`src/rtl/alu_op_sequencer.sv`:
```
// Command sequencer for alu_regfile: issues one instruction at a time, captures the
// ALU result, writes it back, and returns it through a valid/ready result port.
module alu_op_sequencer #(
    parameter int ADDR_W = 3,
    parameter int DATA_W = 8,
    parameter int OUT_W  = 9,
    parameter int OP_W   = 3
) (
    input  logic              Clock,
    input  logic              Reset_n,
    input  logic              In_valid,
    output logic              In_ready,
    input  logic              In_kind,
    input  logic [OP_W-1:0]   In_opcode,
    input  logic              In_use_flag,
    input  logic              In_cin,
    input  logic [ADDR_W-1:0] In_rs1,
    input  logic [ADDR_W-1:0] In_rs2,
    input  logic [ADDR_W-1:0] In_rd,
    input  logic              In_wb,
    input  logic [DATA_W-1:0] In_imm,
    output logic [ADDR_W-1:0] Read_Addr_1,
    output logic [ADDR_W-1:0] Read_Addr_2,
    output logic [ADDR_W-1:0] Write_Addr,
    output logic              Write_enable,
    output logic [DATA_W-1:0] Write_data,
    output logic              Carry_In,
    output logic [OP_W-1:0]   Opcode,
    input  logic [OUT_W-1:0]  ALU_Out,
    output logic              Res_valid,
    input  logic              Res_ready,
    output logic [OUT_W-1:0]  Res_data,
    output logic              Carry_flag
);

    localparam logic [2:0] S_IDLE  = 3'd0;
    localparam logic [2:0] S_ISSUE = 3'd1;
    localparam logic [2:0] S_EXEC  = 3'd2;
    localparam logic [2:0] S_WB    = 3'd3;
    localparam logic [2:0] S_RESP  = 3'd4;

    logic [2:0]       state;
    logic             wb_pending;
    logic [OUT_W-1:0] result;

    assign In_ready  = (state == S_IDLE);
    assign Res_valid = (state == S_RESP);
    assign Res_data  = result;

    // NOTE: Write_enable is a flop cleared by the async reset, so a reset during WB
    // removes the write strobe at once instead of waiting for the next clock edge.
    always_ff @(posedge Clock or negedge Reset_n) begin
        if (!Reset_n) begin
            state        <= S_IDLE;
            wb_pending   <= 1'b0;
            result       <= '0;
            Read_Addr_1  <= '0;
            Read_Addr_2  <= '0;
            Write_Addr   <= '0;
            Write_enable <= 1'b0;
            Write_data   <= '0;
            Carry_In     <= 1'b0;
            Opcode       <= '0;
            Carry_flag   <= 1'b0;
        end else begin
            case (state)
                S_IDLE: begin
                    if (In_valid) begin
                        Write_Addr <= In_rd;
                        wb_pending <= In_wb;
                        if (In_kind) begin
                            // Load-immediate skips the ALU entirely and writes unconditionally.
                            result       <= {{(OUT_W-DATA_W){1'b0}}, In_imm};
                            Write_data   <= In_imm;
                            Write_enable <= 1'b1;
                            state        <= S_WB;
                        end else begin
                            Read_Addr_1 <= In_rs1;
                            Read_Addr_2 <= In_rs2;
                            Opcode      <= In_opcode;
                            Carry_In    <= In_use_flag ? Carry_flag : In_cin;
                            state       <= S_ISSUE;
                        end
                    end
                end
                S_ISSUE: begin
                    state <= S_EXEC;
                end
                S_EXEC: begin
                    // Capture happens before the write-back edge, so rd == rs1/rs2 reads the old value.
                    result       <= ALU_Out;
                    Write_data   <= ALU_Out[DATA_W-1:0];
                    Carry_flag   <= ALU_Out[DATA_W];
                    Write_enable <= wb_pending;
                    state        <= S_WB;
                end
                S_WB: begin
                    Write_enable <= 1'b0;
                    state        <= S_RESP;
                end
                S_RESP: begin
                    if (Res_ready) begin
                        state <= S_IDLE;
                    end
                end
                default: begin
                    Write_enable <= 1'b0;
                    state        <= S_IDLE;
                end
            endcase
        end
    end

endmodule

```
`config.mk`:
```
export PLATFORM = sky130hd
export DESIGN_NAME = alu_op_sequencer
export DESIGN_NICKNAME = d
export VERILOG_FILES = /design/src/rtl/alu_op_sequencer.sv
export SDC_FILE = /design/constraint.sdc
export NUM_CORES = 1
export LEC_CHECK = 0
export CAP_MARGIN = 0
export CORE_ASPECT_RATIO = 2
export CORE_MARGIN = 2
export CORE_UTILIZATION = 42
export CTS_BUF_LIST = sky130_fd_sc_hd__clkbuf_8
export CTS_CLUSTER_DIAMETER = 50
export CTS_CLUSTER_SIZE = 8
export DETAILED_ROUTE_END_ITERATION = 12
export PLACE_DENSITY = 0.86
export SYNTH_ARGS = -nofsm -noshare
export SYNTH_HDL_FRONTEND = slang
export SYNTH_SLANG_ARGS = --single-unit
```
`constraint.sdc`:
```
create_clock -name Clock -period 4.1 [get_ports Clock]
set_input_delay 1.23 -clock Clock [delete_from_list [all_inputs] [get_ports Clock]]
set_output_delay 1.23 -clock Clock [all_outputs]
set_load 0.005 [all_outputs]
```
==> out/qor.txt, run 1 <==
Critical Path Fanout Max -> 18
status -> completed
final count of hold timing violations -> 0
Setup crit end -> Res_valid
mapped cell area -> 1270 µm²
worst reg2reg path endpoint -> Opcode[2]$_DFFE_PN0P_
Seq. cell area -> 701 µm²
# port buffers -> 70
Pre-antenna DRT Iters -> 4
Syn-to-layout area delta -> 53.9%
CP Launch Point -> state[1]$_DFFE_PN0P_
share of cells above drive strength 1 -> 12.9%
footprint of the multi-input gates -> 467 µm²
CTS Buf Count -> 3
DRT Wirelength -> 3060 µm
flop2flop setup slack -> 1.97 ns
hpwl dp -> 2460 µm
Layout Utilization -> 66.7%
initial antenna violation count -> 0
GRT Overall Usage -> 18.8%
Core Area -> 2940 µm²
Yosys Warn Count -> 0
fin crit period -> 3.11 ns
Final Setup Violations -> 0
Via Count -> 1017
total die area -> 3520 µm²
ys flop type -> dfrtp_1
IO Count -> 71
Cell Rows -> 28
startpoint types -> flip-flop
Initial DRC Count -> 13
Avg Synthesized Cell Area -> 12.4 µm²
hold buffers post-CTS -> 0
number of synthesized flops with an enable pin -> 0
H-tree depth -> 1
die height -> 81.9 µm
clock tree buffer depth -> 2
Placer Congestion -> 0.726
Syn Nets -> 140
sequential area share after synthesis -> 55.0%
Sum Neg Setup Slack -> 0 ns
P per Cell Area -> 715 nW/µm²
data required time at the worst endpoint -> 2.87 ns
Clock Skew -> 0.00121 ns
largest net degree at the start of global routing -> 29
Clk Latency, worst-skew pair -> 0.26 ns
Mapped Cells -> 103
max-slew violation count -> 0
leakage power -> 0.826 nW
fmax -> 322 MHz
CTS root buffer -> clkbuf_8
reg2reg start -> state[1]$_DFFE_PN0P_
worst relative slew slack -> 47.3%
worst r2r path cells -> 3
die width -> 43.0 µm
MaxCap Viol Count -> 0
# clock sinks -> 28
PostCTS Resize Cnt -> 0
flops & latches, synth -> 28
crit share post-route -> 75.8%
Via density -> 5.27
Async S/R FF share, synth -> 100%
Post-DRT Antenna Nets -> 0
Starting Density -> 43.3%
number of global-route vias before repair -> 1106
critical path class -> flip-flop to output port
Setup Buffers After CTS -> 0
number of fill cells -> 252
drt drc -> 0
wire per inst -> 15.9 µm
WP data arrival -> 1.88 ns
Critical Path End Type -> output port
Congestion Overflow GR -> 0
Clock transition at path regs -> 0.09 ns
distinct cell type count after synthesis -> 24
Slew @ Worst Pin -> 0.791 ns
first-pass GRT wire length -> 5000 µm
unrepaired setup endpoints after global routing -> no
Min-Delay Path Class -> flip-flop to flip-flop
Final #Nets -> 202
Max rail drop VDD -> 427 µV
Antenna Diode Count -> 0
CTS tree -> done
[worst max-delay path: stages, from the launching register on]
cell and delay [ns]:
dfrtp_1 0.68, nor3b_1 0.37, clkdlybuf4s50_1 0.56
[synth_stat cells, drive strengths merged, types with 2 or more instances]
library cell  count  area (µm²)
dfrtp            28         701
a21oi            17        85.1
mux2             15         169
buf              12        92.6
mux2i             8        80.1
nor2              3        11.3
clkbuf            2        7.51
inv               2        7.51
nand2             2        7.51
o21ai             2        10.0
[registers in the layout (all words and copies together) (netlist names)]
name / count
Write_data: 7
wb_pending: 1
Carry_In: 1
Read_Addr_2: 3
Read_Addr_1: 3
Write_enable: 1
Opcode: 3
Res_data: 2
state: 3
Write_Addr: 3
Carry_flag: 1
[layout make-up]
| type | instances | area share, % |
|---|---|---|
| clock buffer | 3 | 2.10 |
| inverter | 2 | 0.383 |
| multi-input combinational | 59 | 23.8 |
| sequential | 28 | 35.7 |
| tap | 30 | 1.91 |
| timing repair buffer | 71 | 36.1 |
[power breakdown]
| group | leakage (nW) | total, mW | switching [mW] | internal, mW |
|---|---|---|---|---|
| Sequential | 0.330 | 0.554 | 0.137 | 0.417 |
| Clock | 0.0216 | 0.144 | 0.0780 | 0.0658 |
| Combinational | 0.475 | 0.705 | 0.239 | 0.466 |
| Total | 0.826 | 1.40 | 0.454 | 0.949 |
[per-layer routing]
metal | vias up | part of all wire, % | global-route usage (%)
met5 | - | 0 | 0
met4 | 0 | 0.95 | 6.36
met3 | 4 | 8.9 | 5.05
met2 | 54 | 56 | 34.4
met1 | 488 | 34 | 20.4
li1 | 471 | - | -
[placed cells by master (no fill, tap or decap)]
| cell | instances |
|---|---|
| clkdlybuf4s50_1 | 70 |
| dfrtp_1 | 28 |
| a21oi_1 | 17 |
| mux2_2 | 15 |
| mux2i_1 | 8 |
| nor2_1 | 3 |
| clkbuf_8 | 3 |
| nand2_1 | 2 |
| o21ai_0 | 2 |
| inv_1 | 2 |
| nor3_1 | 1 |
| nor3b_1 | 1 |
| nor4b_4 | 1 |
| and2b_1 | 1 |
| a21o_1 | 1 |
| o21a_1 | 1 |
| and2_1 | 1 |
| nand3_1 | 1 |
| a21bo_2 | 1 |
| nand2b_1 | 1 |
| o22a_1 | 1 |
| o2bb2ai_1 | 1 |
| buf_4 | 1 |
[how the worst min path moves through the flow]
stage	startpoint	endpoint	slack, ns	cells past startpoint
6_report	Read_Addr_2[2]$_DFFE_PN0P_	Read_Addr_2[2]$_DFFE_PN0P_	0.52	1
5_1_grt	Read_Addr_1[0]$_DFFE_PN0P_	Read_Addr_1[0]$_DFFE_PN0P_	0.54	1
4_1_cts	Read_Addr_1[0]$_DFFE_PN0P_	Read_Addr_1[0]$_DFFE_PN0P_	0.52	1
3_5_place_dp	Read_Addr_2[2]$_DFFE_PN0P_	Read_Addr_2[2]$_DFFE_PN0P_	0.50	1
3_3_place_gp	Write_Addr[1]$_DFFE_PN0P_	Write_Addr[1]$_DFFE_PN0P_	0.49	1
2_1_floorplan	wb_pending$_DFFE_PN0P_	wb_pending$_DFFE_PN0P_	0.48	1
[metrics by stage]
stage                     std cells  hold slack, ns  instance area, µm²  power [mW]  worst slack, ns
after floorplan                 103           0.482                1270       0.902             1.84
final                           193           0.519                1960        1.40            0.994
after detailed placement        190           0.496                1920        1.28             1.02
after CTS                       193           0.523                1960        1.42            0.969
after global placement          190           0.494                1920        1.24             1.10
after global routing            193           0.536                1960        1.51            0.875
[cells by family after synthesis]
group           count (synthesis)  synth area share, %
buf+inv                        16                 8.44
simple gates                   12                 6.28
flops                          28                 55.0
mux                            23                 19.5
compound gates                 24                 10.8
(Power assumes the default switching activity.)
==> run 2, diff against run 1 <==
- CORE_UTILIZATION: 42 -> 36
- PLACE_DENSITY: 0.86 -> 0.79
- clock period: 4.1 -> 2.6 ns (I/O delays scaled with it)
==> run 2 against run 1 <==
Against the previous run: sequential share of layout area is 0.71 points lower; sequential power is 50% higher; clock power is 58% higher; non-clock buffer count is 5 higher; flip-flop and latch count stayed put; highest routed layer unchanged.
==> out/qor.txt, run 2 (synthesis results as in run 1) <==
Critical Path Fanout Max -> 8
die width -> 46.1 µm
reg2reg start -> state[1]$_DFFE_PN0P_
P per Cell Area -> 1140 nW/µm²
Final Setup Violations -> 0
CTS root buffer -> clkbuf_8
PostCTS Resize Cnt -> 0
first-pass GRT wire length -> 5180 µm
DRT Wirelength -> 3080 µm
Clk Latency, worst-skew pair -> 0.27 ns
Max rail drop VDD -> 533 µV
min-delay src -> Read_Addr_2[0]$_DFFE_PN0P_
largest net degree at the start of global routing -> 29
WP data arrival -> 1.67 ns
GRT Overall Usage -> 16.8%
CP top delay family -> buffers and inverters
worst reg2reg path endpoint -> Opcode[0]$_DFFE_PN0P_
Core Area -> 3380 µm²
CTS tree -> done
IO Count -> 71
Most flops, register -> Write_data
Buffers & Inverters on Critical Path -> 1
leading cell type in the layout, fill and taps excluded -> clkdlybuf4s50_1
share of cells above drive strength 1 -> 15.5%
total die area -> 4060 µm²
Starting Density -> 37.7%
hold path endpoint -> Read_Addr_2[0]$_DFFE_PN0P_
hold buffers post-CTS -> 0
max-slew violation count -> 0
Cell Rows -> 30
# clock sinks -> 28
Syn-to-layout area delta -> 57.0%
WHS Path Cells -> 1
Max stage delay on crit path -> 0.56 ns
Initial DRC Count -> 11
unrepaired setup endpoints after global routing -> no
Placer Congestion -> 0.692
Slew @ Worst Pin -> 0.391 ns
Min-Delay Path Class -> flip-flop to flip-flop
Post-DRT Antenna Nets -> 0
critical path class -> flip-flop to output port
critical-path cell list -> nor3b_1 > clkdlybuf4s50_1
status -> completed
H-tree depth -> 1
Clock Skew -> 0.00213 ns
total power -> 2.27 mW
number of global-route vias before repair -> 1136
data required time at the worst endpoint -> 1.82 ns
flop2flop setup slack -> 0.77 ns
Sum Neg Setup Slack -> 0 ns
startpoint types -> flip-flop
Layout Utilization -> 59.3%
most frequent cells in the layout -> clkdlybuf4s50_1, dfrtp_1, a21oi_1, mux2_2, mux2i_1
Critical Path End Type -> output port
# port buffers -> 70
drt drc -> 0
Clock transition at path regs -> 0.09 ns
Congestion Overflow GR -> 0
max reg flops -> 7
Antenna Diode Count -> 0
final count of hold timing violations -> 0
CP max-delay cell -> clkdlybuf4s50_1
wire per inst -> 15.4 µm
worst r2r path cells -> 4
worst relative slew slack -> 73.9%
initial antenna violation count -> 0
Via Count -> 1040
fin crit period -> 2.45 ns
Pre-antenna DRT Iters -> 3
hpwl dp -> 2490 µm
clock tree buffer depth -> 2
fmax -> 408 MHz
Final #Nets -> 207
leakage power -> 0.850 nW
Setup Buffers After CTS -> 0
Via density -> 5.20
die height -> 88.2 µm
crit share post-route -> 94.4%
MaxCap Viol Count -> 0
CTS Buf Count -> 3
-- run 2: power by group --
part | internal, mW | leakage [nW] | switching (mW)
combinational | 0.780 | 0.499 | 0.432
sequential | 0.659 | 0.330 | 0.173
clock | 0.104 | 0.0216 | 0.124
total | 1.54 | 0.850 | 0.729
-- run 2: final cells by class --
type | count | area [µm²]
clock buffer | 3 | 41.3
fill | 277 | 1380
inverter | 2 | 7.51
multi-input combinational | 59 | 467
sequential | 28 | 701
tap | 32 | 40.0
timing repair buffer | 76 | 746
-- run 2: routing by layer --
| layer | vias to the layer above | track usage [%] | wire, µm |
|---|---|---|---|
| met5 | - | 0 | 0 |
| met4 | 0 | 3.12 | 21 |
| met3 | 3 | 4.33 | 256 |
| met2 | 54 | 30.4 | 1750 |
| met1 | 501 | 19.1 | 1050 |
| li1 | 482 | - | - |
-- run 2: how the worst max path moves through the flow --
stage                    startpoint                    endpoint  cells after the start
4_1_cts        state[2]$_DFFE_PN0P_                   Res_valid                      2
3_5_place_dp               In_valid       Opcode[0]$_DFFE_PN0P_                      4
6_report       state[2]$_DFFE_PN0P_                   Res_valid                      2
2_1_floorplan              In_valid       Opcode[0]$_DFFE_PN0P_                      4
3_3_place_gp               In_valid  Read_Addr_1[0]$_DFFE_PN0P_                      4
5_1_grt        state[2]$_DFFE_PN0P_                   Res_valid                      2
-- run 2: per-stage QoR --
step	instance area, µm²	cells	setup WS (ns)	hold WS [ns]
2_1_floorplan	1270	103	0.794	0.482
3_3_place_gp	1960	197	0.223	0.493
3_5_place_dp	1960	197	0.136	0.494
4_1_cts	2000	200	0.124	0.521
5_1_grt	2000	200	0.0642	0.545
6_report	2000	200	0.147	0.520
==> run 3, diff against run 2 <==
- ABC_AREA: default -> 1
- CAP_MARGIN: 0 -> default
- CORE_UTILIZATION: 36 -> 37
- PLACE_DENSITY: 0.79 -> 0.78
==> run 3 against run 2 <==
Against the previous run: die area rose by 6.4%; clock skew rose by 0.0018 ns; total power fell by 1.7%; via count rose by 24%; worst hold slack got worse by 0.040 ns; first-iteration DRC count rose by 45%; clock power barely moved; sequential power fell by 5.8%; largest power group unchanged.
==> out/qor.txt, run 3 <==
fmax -> 434 MHz
initial antenna violation count -> 0
Via density -> 4.54
flops & latches, synth -> 28
clock tree buffer depth -> 2
Critical Path Fanout Max -> 7
total die area -> 4320 µm²
Syn Nets -> 206
sequential area share after synthesis -> 50.0%
distinct cell type count after synthesis -> 19
drt drc -> 0
largest family of logic cells by synthesized area -> simple AND/OR/NAND/NOR gates
hold buffers post-CTS -> 0
min-delay src -> Read_Addr_2[2]$_DFFE_PN0P_
most frequent cells in the layout -> clkdlybuf4s50_1, nand2_1, dfrtp_1, nand3_1, inv_1
Initial DRC Count -> 16
data required time at the worst endpoint -> 1.82 ns
Adder-Cell Fraction of Synth Area -> 0%
CP Launch Point -> state[0]$_DFFE_PN0P_
unrepaired setup endpoints after global routing -> no
CTS Buf Count -> 3
number of fill cells -> 342
largest area contributor in the netlist -> dfrtp_1
CTS tree -> done
Sum Neg Setup Slack -> 0 ns
H-tree depth -> 1
status -> completed
P per Cell Area -> 1040 nW/µm²
Clock transition at path regs -> 0.09 ns
Avg Synthesized Cell Area -> 8.28 µm²
total power -> 2.23 mW
# clock sinks -> 28
WHS Path Cells -> 2
post-route setup slack -> 0.297 ns
Async S/R FF share, synth -> 100%
number of global-route vias before repair -> 1320
startpoint types -> flip-flop
share of cells above drive strength 1 -> 6.84%
Slew @ Worst Pin -> 0.366 ns
flop2flop setup slack -> 1.25 ns
MaxCap Viol Count -> 0
IO Count -> 71
Simple-Gate Fraction of Synth Area -> 32.1%
die height -> 91.0 µm
number of synthesized flops with an enable pin -> 0
worst r2r path cells -> 6
GRT Overall Usage -> 17.2%
Final Cell Area -> 2140 µm²
leading post-synthesis cells by cell area -> dfrtp_1, nand2_1, nand3_1
PostCTS Resize Cnt -> 0
final count of hold timing violations -> 0
max-slew violation count -> 0
Compound-Gate Fraction of Synth Area -> 5.99%
DRT Wirelength -> 3430 µm
Syn-to-layout area delta -> 52.7%
hpwl dp -> 2700 µm
Layout Utilization -> 59.3%
leading cell type in the layout, fill and taps excluded -> clkdlybuf4s50_1
Setup Buffers After CTS -> 0
Clk Latency, worst-skew pair -> 0.27 ns
Most flops, register -> Write_data
reg2reg start -> state[0]$_DFFE_PN0P_
Antenna Diode Count -> 0
Critical Path End Type -> output port
XOR/XNOR share of the synthesized area -> 0%
Yosys top cell area share -> 50.0%
die width -> 47.5 µm
Placed Area -> 2100 µm²
max reg flops -> 7
fin crit period -> 2.30 ns
Final #Nets -> 273
crit share post-route -> 88.6%
DP Worst Slack -> 0.547 ns
Starting Density -> 38.8%
mux contribution to synthesized area -> 0%
leakage power -> 1.04 nW
Placer Congestion -> 0.718
Via Count -> 1285
Yosys Warn Count -> 0
first-pass GRT wire length -> 5520 µm
Mapped Cells -> 169
worst reg2reg path endpoint -> Write_data[4]$_DFFE_PN0P_
mapped cell area -> 1400 µm²
worst relative slew slack -> 75.6%
wire per inst -> 12.1 µm
Min-Delay Path Class -> flip-flop to flip-flop
WP data arrival -> 1.52 ns
Pre-antenna DRT Iters -> 4
Core Area -> 3610 µm²
Clock Skew -> 0.00394 ns
critical path class -> flip-flop to output port
Max rail drop VDD -> 596 µV
top cells by count, synth -> nand2_1, dfrtp_1, nand3_1, inv_1, buf_4
largest net degree at the start of global routing -> 29
Setup crit end -> In_ready
# port buffers -> 70
Congestion Overflow GR -> 0
Cell Rows -> 31
Final Setup Violations -> 0
ys flop type -> dfrtp_1
CTS root buffer -> clkbuf_8
Post-DRT Antenna Nets -> 0
top-count cell post-synth -> nand2_1
run 3: cell count changes after synthesis, moves of 3 or more:
cell and delta:
mux2i_1 -8, mux2_2 -15, nand2_1 +62, inv_2 +3, nand3_1 +18, inv_1 +12
a21oi_1 -17, nand3b_1 +8, o21ai_0 +4
run 3: cells by family (layout without fill, tap and decap cells):
| logic type | Yosys count | after routing |
|---|---|---|
| AND/OR/NAND/NOR | 100 | 100 |
| buffers and inverters | 30 | 95 |
| flip-flops | 28 | 28 |
| AO/OA/AOI/OAI | 11 | 11 |
run 3: worst min path at each step:
stage                                 endpoint  slack [ns]
floorplan             Write_enable$_DFFE_PN0P_        0.45
global placement    Read_Addr_1[1]$_DFFE_PN0P_        0.45
detailed placement  Read_Addr_1[2]$_DFFE_PN0P_        0.46
CTS                 Read_Addr_2[2]$_DFFE_PN0P_        0.48
global route        Read_Addr_2[2]$_DFFE_PN0P_        0.50
finish              Read_Addr_2[2]$_DFFE_PN0P_        0.48
run 3: report_power, final:
group | leakage (nW) | internal [mW] | switching (mW)
logic | 0.674 | 0.677 | 0.547
clock network | 0.0216 | 0.104 | 0.121
registers | 0.347 | 0.644 | 0.140
run 3: final cells by class:
cell class / instances / area, µm² / share of cell area, %
clock buffers: 3 / 41.3 / 1.93
inverters: 17 / 63.8 / 2.98
multi-input cells: 111 / 533 / 24.9
flip-flops and latches: 28 / 701 / 32.8
well taps: 49 / 61.3 / 2.87
repair buffers: 75 / 738 / 34.5
run 3: routing by layer:
metal  up-vias  wire length (µm)  global-route usage, %
met1       578              1190                   16.9
li1        656                 -                      -
met4         0                64                   6.48
met2        45              1980                   32.1
met3         6               202                   2.78
met5         -                 0                      0
run 3: critical path, stage by stage (launching register included):
cell             delay, ns
dfrtp_1               0.45
nor2_4                0.15
nand2_4               0.08
inv_2                 0.08
clkdlybuf4s50_1       0.50
run 3: metrics by stage:
stage	hold WS (ns)	std cells
5_1_grt	0.502	283
6_report	0.480	283
3_3_place_gp	0.453	280
4_1_cts	0.484	283
2_1_floorplan	0.453	169
3_5_place_dp	0.461	280
